File: src/rtl/pwm_ramp_sequencer_if.sv
// Bus bundles for the PWM ramp sequencer: an Avalon-MM style configuration slave
// and the master write port that programs the downstream PWM block.
interface pwm_ramp_sequencer_avs_if;
    logic        avs_s0_chip_select;
    logic        avs_s0_read;
    logic        avs_s0_write;
    logic [2:0]  avs_s0_address;
    logic [31:0] avs_s0_writedata;
    logic [31:0] avs_s0_readdata;

    modport master (
        output avs_s0_chip_select, avs_s0_read, avs_s0_write, avs_s0_address, avs_s0_writedata,
        input  avs_s0_readdata
    );
    modport slave (
        input  avs_s0_chip_select, avs_s0_read, avs_s0_write, avs_s0_address, avs_s0_writedata,
        output avs_s0_readdata
    );
endinterface

interface pwm_ramp_sequencer_avm_if;
    logic [1:0]  avm_m0_address;
    logic        avm_m0_write;
    logic [31:0] avm_m0_writedata;
    logic [3:0]  avm_m0_byteenable;
    logic        avm_m0_waitrequest;

    modport master (
        output avm_m0_address, avm_m0_write, avm_m0_writedata, avm_m0_byteenable,
        input  avm_m0_waitrequest
    );
    modport slave (
        input  avm_m0_address, avm_m0_write, avm_m0_writedata, avm_m0_byteenable,
        output avm_m0_waitrequest
    );
endinterface

File: src/rtl/pwm_ramp_sequencer.sv
// Ramps a PWM block's width from START_WIDTH to END_WIDTH in STEP increments,
// holding each width for INTERVAL cycles, then raises a sticky done interrupt.
module pwm_ramp_sequencer #(
    parameter logic [31:0] RST_PERIOD    = 32'd500000,
    parameter logic [31:0] RST_END_WIDTH = 32'd250000,
    parameter logic [31:0] RST_STEP      = 32'd1000,
    parameter logic [31:0] RST_INTERVAL  = 32'd50000
) (
    input  logic                            csi_clk,
    input  logic                            rsi_rst,
    pwm_ramp_sequencer_avs_if.slave         avs_s0,
    pwm_ramp_sequencer_avm_if.master        avm_m0,
    output logic                            irq
);

    typedef enum logic [2:0] {
        IDLE, WR_PERIOD, WR_WIDTH, WR_EN_ON, WAIT, STEP, WR_EN_OFF, DONE
    } state_e;

    state_e      state_q, state_d;
    logic [31:0] period_q, startWidth_q, endWidth_q, step_q, interval_q;
    logic [31:0] cur_q, cur_d;
    logic [31:0] waitCnt_q, waitCnt_d;
    logic [31:0] readdata_q;
    logic        done_q, done_d, irq_q, irq_d;
    logic        stopPend_q, stopPend_d, firstPass_q, firstPass_d;

    logic        cfgWr, ctrlWr, startCmd, stopCmd, irqClr, busy, accepted, stopSeen;
    logic [31:0] intervalEff, gap, stepNext, readMux;
    logic        mWrite;
    logic [1:0]  mAddr;
    logic [31:0] mData;

    assign cfgWr    = avs_s0.avs_s0_chip_select & avs_s0.avs_s0_write;
    assign ctrlWr   = cfgWr && (avs_s0.avs_s0_address == 3'd0);
    // A combined start+stop write is treated purely as a stop.
    assign startCmd = ctrlWr & avs_s0.avs_s0_writedata[0] & ~avs_s0.avs_s0_writedata[1];
    assign stopCmd  = ctrlWr & avs_s0.avs_s0_writedata[1];
    assign irqClr   = ctrlWr & avs_s0.avs_s0_writedata[2];
    assign busy     = (state_q != IDLE) && (state_q != DONE);
    assign accepted = ~avm_m0.avm_m0_waitrequest;
    assign stopSeen = stopCmd | stopPend_q;
    assign intervalEff = (interval_q == 32'd0) ? 32'd1 : interval_q;

    // Distance-based stepping saturates at END_WIDTH without any overflow or wrap.
    always_comb begin
        gap      = '0;
        stepNext = endWidth_q;
        if (step_q != 32'd0) begin
            if (cur_q < endWidth_q) begin
                gap = endWidth_q - cur_q;
                if (step_q < gap) stepNext = cur_q + step_q;
            end else if (cur_q > endWidth_q) begin
                gap = cur_q - endWidth_q;
                if (step_q < gap) stepNext = cur_q - step_q;
            end
        end
    end

    always_comb begin
        state_d     = state_q;
        cur_d       = cur_q;
        done_d      = done_q;
        irq_d       = irq_q & ~irqClr;
        stopPend_d  = stopPend_q;
        firstPass_d = firstPass_q;
        waitCnt_d   = waitCnt_q;
        mWrite      = 1'b0;
        mAddr       = 2'd0;
        mData       = 32'd0;
        case (state_q)
            IDLE, DONE: begin
                if (stopCmd && state_q == DONE) begin
                    done_d  = 1'b0;
                    state_d = WR_EN_OFF;
                end else if (startCmd) begin
                    cur_d       = startWidth_q;
                    done_d      = 1'b0;
                    irq_d       = 1'b0;
                    firstPass_d = 1'b1;
                    stopPend_d  = 1'b0;
                    state_d     = WR_PERIOD;
                end
            end
            WR_PERIOD, WR_WIDTH, WR_EN_ON: begin
                mWrite = 1'b1;
                mAddr  = (state_q == WR_PERIOD) ? 2'd1 : (state_q == WR_WIDTH) ? 2'd0 : 2'd2;
                mData  = (state_q == WR_PERIOD) ? period_q : (state_q == WR_WIDTH) ? cur_q : 32'd1;
                if (!accepted) begin
                    stopPend_d = stopSeen;
                end else begin
                    stopPend_d = 1'b0;
                    waitCnt_d  = 32'd0;
                    if (state_q == WR_EN_ON) firstPass_d = 1'b0;
                    if (stopSeen)                              state_d = WR_EN_OFF;
                    else if (state_q == WR_PERIOD)             state_d = WR_WIDTH;
                    else if (state_q == WR_WIDTH && firstPass_q) state_d = WR_EN_ON;
                    else                                       state_d = WAIT;
                end
            end
            WAIT: begin
                if (stopCmd) begin
                    state_d = WR_EN_OFF;
                end else if (waitCnt_q >= intervalEff - 32'd1) begin
                    if (cur_q == endWidth_q) begin
                        done_d  = 1'b1;
                        irq_d   = 1'b1;
                        state_d = DONE;
                    end else begin
                        state_d = STEP;
                    end
                end else begin
                    waitCnt_d = waitCnt_q + 32'd1;
                end
            end
            STEP: begin
                if (stopCmd) begin
                    state_d = WR_EN_OFF;
                end else begin
                    cur_d   = stepNext;
                    state_d = WR_WIDTH;
                end
            end
            WR_EN_OFF: begin
                mWrite = 1'b1;
                mAddr  = 2'd2;
                if (accepted) begin
                    done_d     = 1'b0;
                    stopPend_d = 1'b0;
                    state_d    = IDLE;
                end
            end
            default: state_d = IDLE;
        endcase
    end

    always_comb begin
        readMux = 32'd0;
        case (avs_s0.avs_s0_address)
            3'd0: readMux = {30'd0, done_q, busy};
            3'd1: readMux = period_q;
            3'd2: readMux = startWidth_q;
            3'd3: readMux = endWidth_q;
            3'd4: readMux = step_q;
            3'd5: readMux = interval_q;
            3'd6: readMux = cur_q;
            default: readMux = 32'd0;
        endcase
    end

    always_ff @(posedge csi_clk) begin
        if (rsi_rst) begin
            state_q      <= IDLE;
            cur_q        <= 32'd0;
            done_q       <= 1'b0;
            irq_q        <= 1'b0;
            stopPend_q   <= 1'b0;
            firstPass_q  <= 1'b0;
            waitCnt_q    <= 32'd0;
            readdata_q   <= 32'd0;
            period_q     <= RST_PERIOD;
            startWidth_q <= 32'd0;
            endWidth_q   <= RST_END_WIDTH;
            step_q       <= RST_STEP;
            interval_q   <= RST_INTERVAL;
        end else begin
            state_q     <= state_d;
            cur_q       <= cur_d;
            done_q      <= done_d;
            irq_q       <= irq_d;
            stopPend_q  <= stopPend_d;
            firstPass_q <= firstPass_d;
            waitCnt_q   <= waitCnt_d;
            if (avs_s0.avs_s0_chip_select && avs_s0.avs_s0_read) readdata_q <= readMux;
            if (cfgWr && !busy) begin
                case (avs_s0.avs_s0_address)
                    3'd1: period_q     <= avs_s0.avs_s0_writedata;
                    3'd2: startWidth_q <= avs_s0.avs_s0_writedata;
                    3'd3: endWidth_q   <= avs_s0.avs_s0_writedata;
                    3'd4: step_q       <= avs_s0.avs_s0_writedata;
                    3'd5: interval_q   <= avs_s0.avs_s0_writedata;
                    default: ;
                endcase
            end
        end
    end

    // The master strobe is gated by reset so an in-flight write drops in the reset cycle.
    assign avm_m0.avm_m0_write      = mWrite & ~rsi_rst;
    assign avm_m0.avm_m0_address    = mAddr;
    assign avm_m0.avm_m0_writedata  = mData;
    assign avm_m0.avm_m0_byteenable = 4'hF;
    assign avs_s0.avs_s0_readdata   = readdata_q;
    assign irq                      = irq_q;

endmodule

File: src/flat_wrapper.sv
// flat-port wrapper written by rule: the top's interface ports become plain ports
module pwm_ramp_sequencer_flat 
#(
    parameter logic [31:0] RST_PERIOD    = 32'd500000,
    parameter logic [31:0] RST_END_WIDTH = 32'd250000,
    parameter logic [31:0] RST_STEP      = 32'd1000,
    parameter logic [31:0] RST_INTERVAL  = 32'd50000
)
  (csi_clk, rsi_rst, irq, avs_s0_avs_s0_chip_select, avs_s0_avs_s0_read, avs_s0_avs_s0_write, avs_s0_avs_s0_address, avs_s0_avs_s0_writedata, avs_s0_avs_s0_readdata, avm_m0_avm_m0_address, avm_m0_avm_m0_write, avm_m0_avm_m0_writedata, avm_m0_avm_m0_byteenable, avm_m0_avm_m0_waitrequest);
  pwm_ramp_sequencer_avs_if avs_s0_i ();
  pwm_ramp_sequencer_avm_if avm_m0_i ();
  input  logic csi_clk;
  input  logic rsi_rst;
  output logic irq;
  input wire logic [$bits(avs_s0_i.avs_s0_chip_select)-1:0] avs_s0_avs_s0_chip_select;
  input wire logic [$bits(avs_s0_i.avs_s0_read)-1:0] avs_s0_avs_s0_read;
  input wire logic [$bits(avs_s0_i.avs_s0_write)-1:0] avs_s0_avs_s0_write;
  input wire logic [$bits(avs_s0_i.avs_s0_address)-1:0] avs_s0_avs_s0_address;
  input wire logic [$bits(avs_s0_i.avs_s0_writedata)-1:0] avs_s0_avs_s0_writedata;
  output wire logic [$bits(avs_s0_i.avs_s0_readdata)-1:0] avs_s0_avs_s0_readdata;
  output wire logic [$bits(avm_m0_i.avm_m0_address)-1:0] avm_m0_avm_m0_address;
  output wire logic [$bits(avm_m0_i.avm_m0_write)-1:0] avm_m0_avm_m0_write;
  output wire logic [$bits(avm_m0_i.avm_m0_writedata)-1:0] avm_m0_avm_m0_writedata;
  output wire logic [$bits(avm_m0_i.avm_m0_byteenable)-1:0] avm_m0_avm_m0_byteenable;
  input wire logic [$bits(avm_m0_i.avm_m0_waitrequest)-1:0] avm_m0_avm_m0_waitrequest;
  assign avs_s0_i.avs_s0_chip_select = avs_s0_avs_s0_chip_select;
  assign avs_s0_i.avs_s0_read = avs_s0_avs_s0_read;
  assign avs_s0_i.avs_s0_write = avs_s0_avs_s0_write;
  assign avs_s0_i.avs_s0_address = avs_s0_avs_s0_address;
  assign avs_s0_i.avs_s0_writedata = avs_s0_avs_s0_writedata;
  assign avs_s0_avs_s0_readdata = avs_s0_i.avs_s0_readdata;
  assign avm_m0_avm_m0_address = avm_m0_i.avm_m0_address;
  assign avm_m0_avm_m0_write = avm_m0_i.avm_m0_write;
  assign avm_m0_avm_m0_writedata = avm_m0_i.avm_m0_writedata;
  assign avm_m0_avm_m0_byteenable = avm_m0_i.avm_m0_byteenable;
  assign avm_m0_i.avm_m0_waitrequest = avm_m0_avm_m0_waitrequest;
  pwm_ramp_sequencer #(.RST_PERIOD(RST_PERIOD), .RST_END_WIDTH(RST_END_WIDTH), .RST_STEP(RST_STEP), .RST_INTERVAL(RST_INTERVAL)) u_core (.csi_clk(csi_clk), .rsi_rst(rsi_rst), .avs_s0(avs_s0_i), .avm_m0(avm_m0_i), .irq(irq));
endmodule
File: config.mk
export PLATFORM = sky130hd
export DESIGN_NAME = pwm_ramp_sequencer_flat
export DESIGN_NICKNAME = d
export VERILOG_FILES = /design/src/rtl/pwm_ramp_sequencer_if.sv /design/src/rtl/pwm_ramp_sequencer.sv /design/src/flat_wrapper.sv
export SDC_FILE = /design/constraint.sdc
export NUM_CORES = 1
export LEC_CHECK = 0
export CORE_AREA = 3 3 246 248
export DETAILED_ROUTE_END_ITERATION = 8
export DIE_AREA = 0 0 249 251
export PLACE_DENSITY = 0.58
export RECOVER_POWER = 100
export SETUP_SLACK_MARGIN = 0.15
export SYNTH_ARGS = -nofsm -noshare
export SYNTH_HDL_FRONTEND = slang
export SYNTH_SLANG_ARGS = --single-unit
File: constraint.sdc
create_clock -name csi_clk -period 6.8 [get_ports csi_clk]
set_input_delay 1.02 -clock csi_clk [delete_from_list [all_inputs] [get_ports csi_clk]]
set_output_delay 1.02 -clock csi_clk [all_outputs]
set_load 0.01 [all_outputs]
# Word level (Yosys, flattened, before mapping)
# Index checks and enable logic that the tools add are counted.
# Widths: inputs -> output; s select.
[classes] n_addsub=6 n_lt_le_gt_ge=5 n_eq_ne=27 n_mux=55 bitwise_logic=11 n_reduce_logical=31
[ops] cell="$mux 32" n=15
[ops] cell="$pmux 32 s7" n=1
[ops] cell="$pmux 32 s2" n=2
[ops] cell="$lt 32x32->1" n=3
[ops] cell="$sub 32x32->32" n=3
[ops] cell="$add 32x1->32 const B" n=1
[ops] cell="$add 32x32->32" n=1
[ops] cell="$eq 32x32->1" n=1
[ops] cell="$ge 32x32->1" n=1
[ops] cell="$gt 32x32->1" n=1
[ops] cell="$logic_not 32->1" n=1
[ops] cell="$reduce_bool 32->1" n=1
[ops] cell="$sub 32x1->32 const B" n=1
[ops] cell="$mux 3" n=10
[ops] cell="$eq 3x3->1 const B" n=7
[ops] cell="$mux 1" n=18
[ops] cell="$reduce_and 4->1" n=4
[ops] cell="$pmux 3 s5" n=1
[ops] cell="$eq 3x2->1 const B" n=4
[ops] cell="$ne 2x2->1 const B" n=6
[ops] cell="$reduce_and 2->1" n=5
[ops] cell="$reduce_bool 3->1" n=3
[ops] cell="$ne 2x1->1 const B" n=4
[ops] cell="$and 1x1->1" n=7
[ops] cell="other kinds (18)" n=34
[totals] register_bits=263 inputBits=41 output_inout_bits=72 elab_cells=148

# Longest topological paths before layout
# Gate-level depths: netlist of the first run.
[logic_depth] ltp_word=9 ltp_mapped=27 mapped_depth_nobuf=25

# Worst setup path before layout of the first run
# OpenSTA, ideal clock, no wires.
[synth_path] kind="reg2reg" start="register u_core.cur_q[0]" end="register u_core.cur_q[16]" setup_ns=0.117 arrival_time_ns=5.005 required_ns=6.683 path_slack_ns=1.677 path_stages_with_launch=25 n_path_buf=2 period_less_slack_ns=5.123 path_cell_list="dfxtp_1 ha_1 inv_1 fa_1 a21o_1 a21oi_1 nor2_1 o21a_1 o211a_1 o21ai_0 o21a_1 o21ai_0 xnor2_1 ha_1 nand2_1 o21ai_0 a2111oi_0 a41oi_1 or2_2 clkbuf_1 nor2_2 buf_2 o2bb2ai_1 o211ai_1 a32o_1"
[synth_via] elab_chain_cells=8 elab_cells_between_ends=15 cone_classes="add/sub: 4; order compare: 4; mux: 7"
[synth_lines] element="from (decl)" line="pwm_ramp_sequencer.sv:22" text="logic [31:0] cur_q, cur_d;"
[synth_lines] element="from (signal assigned)" line="pwm_ramp_sequencer.sv:168" text="cur_q <= cur_d;"
[synth_lines] element="$sub 32x32->32" line="pwm_ramp_sequencer.sv:54" text="gap = cur_q - endWidth_q;"
[synth_lines] element="$lt 32x32->1" line="pwm_ramp_sequencer.sv:55" text="if (step_q < gap) stepNext = cur_q - step_q;"
[synth_lines] element="$mux 32" line="pwm_ramp_sequencer.sv:55"
[synth_lines] element="$mux 32" line="pwm_ramp_sequencer.sv:53" text="end else if (cur_q > endWidth_q) begin"
[synth_lines] element="$mux 32 (*)" line="pwm_ramp_sequencer.sv:50" text="if (cur_q < endWidth_q) begin"
[synth_lines] element="$mux 32 (*)" line="pwm_ramp_sequencer.sv:49" text="if (step_q != 32'd0) begin"
[synth_lines] element="$mux 32 (*)" line="pwm_ramp_sequencer.sv:117" text="if (stopCmd) begin"
[synth_lines] element="$pmux 32 s2 (*)" line="pwm_ramp_sequencer.sv:71" text="case (state_q)"
# Every way passes the cells marked *; elsewhere a longest branch is shown, timed or not. The select of a mux whose other input is x is not followed.
# A chain may end at the register's enable or synchronous reset.

# Worst setup path after layout of the first run
[layout_path] start="register u_core.cur_q[12]" end="register u_core.cur_q[16]"
# Same word-level chain as after synthesis.

==> run_results.csv, run 1 <==
group,metric,value,unit
logic_synthesis,synthSimpleGateAreaFrac,20.2,%
floorplanning,initial_utilization,36.8,%
worst_setup_path,cell_breakdown_of_the_critical_path,"inv_1, ha_1, and2_1, nor2b_1, and3_1, o21ai_0, nand4_1, a31oi_1, o21ai_1, a41oi_1, o21bai_1, xnor2_1, ha_1, nand2_1, nor4_2, nor4b_1, a21oi_1, buf_4, and2_0, o21ai_0, clkbuf_1, a31oi_1, a32o_1",
worst_hold_path,hold_path_class,"register to register",
worst_setup_path,worstReg2RegStart,"u_core.cur_q[12]",
logic_synthesis,synth_xor_xnor_area_share,6.00,%
grt,globalRoute.totalOverflow,0,
grt,via_count_of_the_first_global_routing_pass,21709,
worst_setup_path,critical-path-max-stage-delay,550,ps
timing,tightest_slew,3010,ps
placement,dpl_cell_area,23500,um^2
logic_synthesis,post_synth_fa_ha_maj_area_fraction,13.2,%
worst_setup_path,worst-path-max-fanout,11,
timing,fmax,158,MHz
logic_synthesis,fraction_of_registers_with_async_set_reset,0,%
placement,gpl.final_weighted_congestion,0.979,
worst_setup_path,worst-setup-path-type,"register to register",
clock_network,cts.path.max_buffers,3,
logic_synthesis,synth_top_cell_by_area,"dfxtp_1",
timing,clock-skew-final,32.5,ps
detailed_routing,drc,0,
logic_synthesis,synth_compound_gate_area_share,29.4,%
worst_setup_path,timing.critical_path.to_type,"register",
timing,unrepaired_setup_endpoints_after_global_routing,"no",
logic_synthesis,synthFlopType,"dfxtp_1",
detailed_routing,antenna_left,0,
cells_and_area,layout.cell_area.non_filler,24600,um^2
cells_and_area,num-fill-cells,6031,
timing,final_min_period_over_clock_period,92.9,%
cells_and_area,layout.cells.non_filler,3769,
floorplanning,die_height,251,um
logic_synthesis,post_synth.cell_area_avg,7.33,um^2
grt,antenna_found_initial,3,
timing,timing_hold_violations_final,0,
logic_synthesis,ys_seq_elements,263,
worst_setup_path,timing.reg2reg.worst_path_depth,23,
timing,slew_headroom,-101,%
clock_network,tritoncts,"yes",
power,p_leak,9.84,nW
clock_network,cts_h_tree_lvls,2,
clock_network,tritoncts.num_buffers,36,
detailed_routing,detail_route.wirelength,95.9,mm
logic_synthesis,synth.area.mux_share,0.429,%
worst_setup_path,type_of_element_launching_the_critical_path,"register",
worst_hold_path,worst_hold_path.num_cells,2,
timing,setup_viol_count_final,0,
worst_setup_path,cp_data_required_time,7260,ps
clock_network,clock-sinks,263,
logic_synthesis,synth_cell_type_count,84,
worst_hold_path,hold_endpoint,"u_core.period_q[0]",
timing,finalWorstSetupSlack,484,ps
floorplanning,core_box_area,58700,um^2
floorplanning,io_pins,113,
detailed_routing,vias,23312,
clock_network,insertion_delay,570,ps
cells_and_area,post_route_cells_drive_above_1_share,5.24,%
logic_synthesis,yosysTopAreaCellShare,24.4,%
placement,portBuffers,108,
cells_and_area,area_delta_synth_final,14.1,%
timing,final.min_clock_period,6320,ps
cells_and_area,num-nets-final,3235,
logic_synthesis,syn_area,21600,um^2
grt,grt_max_degree,86,
timing,drv_slew,298,
grt,grt_pass1_wl,141,mm
clock_network,holdBufCountCts,0,
logic_synthesis,main_combinational_cell_family_by_area_after_synthesis,"compound AO/OA/AOI/OAI gates",
clock_network,clock_tree.root_cell,"clkbuf_16",
timing,timing.hold.ws,462,ps
logic_synthesis,synth_warnings,0,
floorplanning,num_rows,89,
logic_synthesis,yosys.cell_count.top_type,"nand2_1",
placement,detailedPlacementHpwl,73.1,mm
flow_run,cap_viol_max_count,9,
logic_synthesis,synth_edf_count,0,
power,finalPower,5.87,mW
logic_synthesis,synth-seq-area-share,24.4,%
worst_setup_path,timing.critical_path.slowest_stage_cell,"ha_1",
clock_network,clk_transition_reported_paths,60,ps
logic_synthesis,yosys-top-cells-area,"dfxtp_1 (24%), ha_1 (13%), a21oi_1 (8.9%)",
power,irDropWorstVdd,0.143,mV
worst_setup_path,r2r_end,"u_core.cur_q[16]",
placement,detailedPlace.worstSlack,82.3,ps
detailed_routing,detail_route.wl_per_cell,25.5,um
logic_synthesis,synth.cells.most_frequent,"nand2_1 (445), a21oi_1 (384), dfxtp_1 (263), ha_1 (221), nor2_1 (207)",
worst_setup_path,crit_arrival,6770,ps
power,power_density,238,nW/um^2
logic_synthesis,synthesis.instances,2946,
detailed_routing,drt-vias-per-instance,6.19,
cells_and_area,fin_util,42.0,%
outcome,failed_checks,"capacitance limit, slew limit",
placement,placed_cells_incl_taps,3704,
worst_hold_path,holdCritStartpoint,"u_core.period_q[0]",
grt,gr-usage-all-layers,29.3,%
floorplanning,die_w,249,um
floorplanning,design.die.area,62500,um^2
detailed_routing,drt-pass1-iter-count,6,
outcome,status,"complete, but fails checks",
timing,finalSetupTns,0,ps
worst_setup_path,worst_setup_slack_for_register_to_register_paths,480,ps
detailed_routing,initialDrtViolationCount,2980,
cells_and_area,insertedDiodeCount,0,
kinds of logic after synthesis:
group,Yosys count
AOI/OAI and AO/OA,991
xor gates and xnor gates,148
adders and majority gates,225
buffers and inverters,347
DFF,263
muxes,8
other,1
and+or+nand+nor,963
critical path: cells and delay by family, from the launching register on:
| kind | cells | cell delay, ps |
|---|---|---|
| XOR/XNOR | 1 | 110 |
| buffers and inverters | 3 | 560 |
| AO/OA/AOI/OAI | 9 | 2000 |
| flip-flops | 1 | 430 |
| adder cells (fa/ha/maj) | 2 | 860 |
| AND/OR/NAND/NOR | 8 | 2210 |
where the power goes:
| group | internal (mW) | total, mW | leakage (nW) | switching [mW] |
|---|---|---|---|---|
| clock network | 1.23 | 2.04 | 0.605 | 0.810 |
| logic | 0.766 | 2.16 | 7.11 | 1.39 |
| registers | 1.58 | 1.67 | 2.12 | 0.0901 |
layer usage:
| layer | global-route usage (%) | share of wire (%) |
|---|---|---|
| met3 | 8.86 | 12 |
| met2 | 42.9 | 41 |
| met4 | 6.80 | 2.2 |
| met5 | 0.902 | 0.096 |
| met1 | 41.9 | 44 |
flip-flops by register name, indices dropped and copies added (netlist names), 3 cells and up:
| signal | count |
|---|---|
| u_core.avs_s0.avs_s0_readdata | 32 |
| u_core.cur_q | 32 |
| u_core.endWidth_q | 32 |
| u_core.interval_q | 32 |
| u_core.period_q | 32 |
| u_core.startWidth_q | 32 |
| u_core.step_q | 32 |
| u_core.waitCnt_q | 32 |
| u_core.state_q | 3 |
placed cells by master (no fill, tap or decap), drive strengths merged, types with 13 or more instances in the layout:
| master | n |
|---|---|
| a211o | 24 |
| a211oi | 24 |
| a21o | 74 |
| a21oi | 384 |
| a221oi | 16 |
| a22o | 31 |
| a22oi | 95 |
| a31oi | 54 |
| and2 | 18 |
| buf | 63 |
| clkbuf | 58 |
| clkdlybuf4s50 | 39 |
| dfxtp | 263 |
| dlygate4sd3 | 68 |
| ha | 221 |
| inv | 151 |
| nand2 | 445 |
| nand2b | 22 |
| nand3 | 50 |
| nand3b | 16 |
| nand4 | 56 |
| nor2 | 209 |
| nor2b | 18 |
| nor3 | 41 |
| nor4 | 28 |
| o211ai | 13 |
| o21ai | 124 |
| o21bai | 26 |
| o221ai | 15 |
| o22ai | 17 |
| xnor2 | 90 |
| xor2 | 58 |
worst max-delay path by stage:
| stage | to | start | depth (start not counted) | slack [ps] |
|---|---|---|---|---|
| after floorplan | u_core.cur_q[16] | u_core.cur_q[0] | 24 | 1680 |
| after global placement | u_core.cur_q[17] | u_core.cur_q[10] | 25 | 40 |
| after detailed placement | u_core.cur_q[4] | u_core.cur_q[0] | 27 | 80 |
| after CTS | u_core.cur_q[4] | u_core.cur_q[0] | 26 | 340 |
| after global routing | u_core.cur_q[17] | u_core.cur_q[10] | 25 | 100 |
| final | u_core.cur_q[16] | u_core.cur_q[12] | 23 | 480 |
repair_timing:
item	4_1_cts	5_1_grt
setup buffers	0	0
pin swaps	0	1
endpoints found under the setup margin	10	17
resized for setup	1	4
final cells by class:
type | count | area [um^2] | area share (%)
Clock buffer | 46 | 990 | 4.02
Inverter | 147 | 552 | 2.24
Multi-Input combinational cell | 2339 | 15000 | 60.9
Timing Repair Buffer | 182 | 1610 | 6.52
Clock inverter | 19 | 248 | 1.01
Tap cell | 773 | 967 | 3.92
Sequential cell | 263 | 5270 | 21.4
Note: power is estimated with default switching activity, not from simulation.
==> run 2, diff against run 1 <==
- CORE_AREA: 3 3 246 248 -> 2 2 245 247
- DIE_AREA: 0 0 249 251 -> 0 0 247 249
- DONT_BUFFER_PORTS: default -> 1
- PLACE_DENSITY: 0.58 -> 0.56
==> run_results.csv, run 2 (synthesis results as in run 1) <==
group,metric,value,unit
floorplanning,design.die.area,61500,um^2
detailed_routing,antenna_left,0,
clock_network,cts_h_tree_lvls,2,
floorplanning,num_rows,89,
placement,placed_cells_incl_taps,3589,
worst_setup_path,cell_breakdown_of_the_critical_path,"nor4_1, nand2_1, nor4_1, clkbuf_1, nor2_1, ha_1, and3_1, nand2b_1, nor4_1, xnor2_1, ha_1, a211oi_1, o221ai_1, a31o_2, a21oi_1, nand4_1, o21ai_1, a41o_1, nand4_1, or3_1, a21oi_1",
timing,timing.hold.ws,473,ps
timing,clock-skew-final,13.7,ps
worst_setup_path,critical-path-max-stage-delay,860,ps
grt,grt_pass1_wl,143,mm
worst_setup_path,timing.critical_path.to_type,"register",
clock_network,tritoncts,"yes",
floorplanning,die_height,249,um
power,p_comb_share,37.0,%
worst_setup_path,timing.critical_path.mode_cell,"nor4_1",
detailed_routing,drc,0,
detailed_routing,initialDrtViolationCount,2822,
cells_and_area,area_delta_synth_final,7.96,%
floorplanning,die_w,247,um
timing,final_min_period_over_clock_period,94.7,%
cells_and_area,post_route_cells_drive_above_1_share,4.94,%
power,power_density,235,nW/um^2
clock_network,post_cts_resize_count,1,
cells_and_area,insertedDiodeCount,0,
cells_and_area,layout.cells.non_filler,3646,
worst_setup_path,timing.critical_path.slowest_stage_cell,"o21ai_1",
clock_network,tritoncts.num_buffers,34,
cells_and_area,multiInputGateArea,15000,um^2
cells_and_area,num-nets-final,3118,
worst_setup_path,worst_setup_slack_for_register_to_register_paths,360,ps
detailed_routing,drt-pass1-iter-count,8,
floorplanning,initial_utilization,36.8,%
detailed_routing,detail_route.wirelength,98.0,mm
worst_setup_path,worst-path-max-fanout,8,
flow_run,cap_viol_max_count,10,
timing,final.min_clock_period,6440,ps
worst_setup_path,worst-setup-path-type,"register to register",
clock_network,cts.path.max_buffers,3,
grt,antenna_found_initial,2,
timing,timing_hold_violations_final,0,
clock_network,holdBufCountCts,0,
placement,detailedPlacementHpwl,73.9,mm
power,netSwitchingFraction,40.7,%
grt,globalRoute.totalOverflow,0,
floorplanning,core_box_area,58700,um^2
timing,finalSetupTns,0,ps
power,power.internal,3.25,mW
grt,via_count_of_the_first_global_routing_pass,21236,
floorplanning,io_pins,113,
grt,gr-usage-all-layers,30.9,%
timing,drv_slew,282,
worst_setup_path,type_of_element_launching_the_critical_path,"register",
power,sequentialPowerShare,30.5,%
outcome,status,"complete, but fails checks",
worst_setup_path,crit_arrival,6920,ps
detailed_routing,detail_route.wl_per_cell,26.9,um
timing,tightest_slew,2440,ps
grt,grt_max_degree,232,
clock_network,post_cts.repair.setup_buffers,0,
detailed_routing,drt-vias-per-instance,6.27,
clock_network,clk_transition_reported_paths,60,ps
cells_and_area,most-common-layout-cells,"nand2_1 (444), a21oi_1 (384), dfxtp_1 (263), ha_1 (221), nor2_1 (203)",
outcome,failed_checks,"capacitance limit, slew limit",
power,clkPwrFrac,32.4,%
detailed_routing,vias,22868,
power,netSwitchingPower,2.23,mW
cells_and_area,area.sequential,5270,um^2
cells_and_area,num-fill-cells,6051,
timing,setup_viol_count_final,0,
power,p_leak,9.10,nW
timing,unrepaired_setup_endpoints_after_global_routing,"no",
placement,portBuffers,0,
timing,slew_headroom,-62.7,%
worst_hold_path,hold_path_class,"register to register",
placement,gpl.final_weighted_congestion,0.976,
power,irDropWorstVdd,0.237,mV
clock_network,clock-sinks,263,
clock_network,insertion_delay,570,ps
clock_network,clock_tree.root_cell,"clkbuf_16",
worst_setup_path,cp_data_required_time,7280,ps
timing,fmax,155,MHz
cells_and_area,mostFrequentLayoutCell,"nand2_1",
run 2: final timing paths:
kind	start	endpoint	depth (start not counted)
worst max-delay path	u_core.interval_q[25]	u_core.waitCnt_q[20]	21
worst min register to register	u_core.startWidth_q[13]	u_core.startWidth_q[13]	2
worst min-delay path	u_core.startWidth_q[13]	u_core.startWidth_q[13]	2
worst max register to register	u_core.interval_q[25]	u_core.waitCnt_q[20]	21
run 2: cell type report:
type	count	share of cell area, %
Clock inverter	11	0.451
Clock buffer	46	4.02
Inverter	147	2.37
Tap cell	773	4.15
Timing Repair Buffer	67	2.03
Sequential cell	263	22.6
Multi-Input combinational cell	2339	64.4
run 2: through the flow:
stage / power [mW] / instance area [um^2] / worst slack [ps] / utilization, %
global placement: 3.65 / 22300 / 209 / 38.0
floorplan: 3.03 / 21600 / 1680 / -
CTS: 5.43 / 23400 / 348 / 39.8
finish: 5.48 / 23300 / 361 / 39.7
global route: 5.69 / 23300 / 107 / 39.7
detailed placement: 3.66 / 22300 / 174 / 38.0
run 2: routing by layer:
metal,part of all wire [%],vias up,GRT usage [%]
met3,12,148,9.33
met1,44,11085,44.8
met5,0.013,-,0
met4,2.6,2,7.71
li1,-,10385,-
met2,41,1248,44.2
run 2: power by group through the flow:
stage | Clock [mW] | Combinational (mW) | Sequential, mW
floorplan | 0 | 1.37 | 1.66
global placement | 0 | 1.95 | 1.70
detailed placement | 0 | 1.96 | 1.70
CTS | 1.79 | 1.97 | 1.67
global route | 1.86 | 2.15 | 1.68
finish | 1.78 | 2.03 | 1.67
run 2: worst max-delay path, delay by kind of cell, from the launching register on:
family / cells / cell delay (ps)
AOI/OAI and AO/OA: 7 / 2440
xor gates and xnor gates: 1 / 180
adders and majority gates: 2 / 510
buffers and inverters: 1 / 240
DFF: 1 / 410
and+or+nand+nor: 10 / 2550
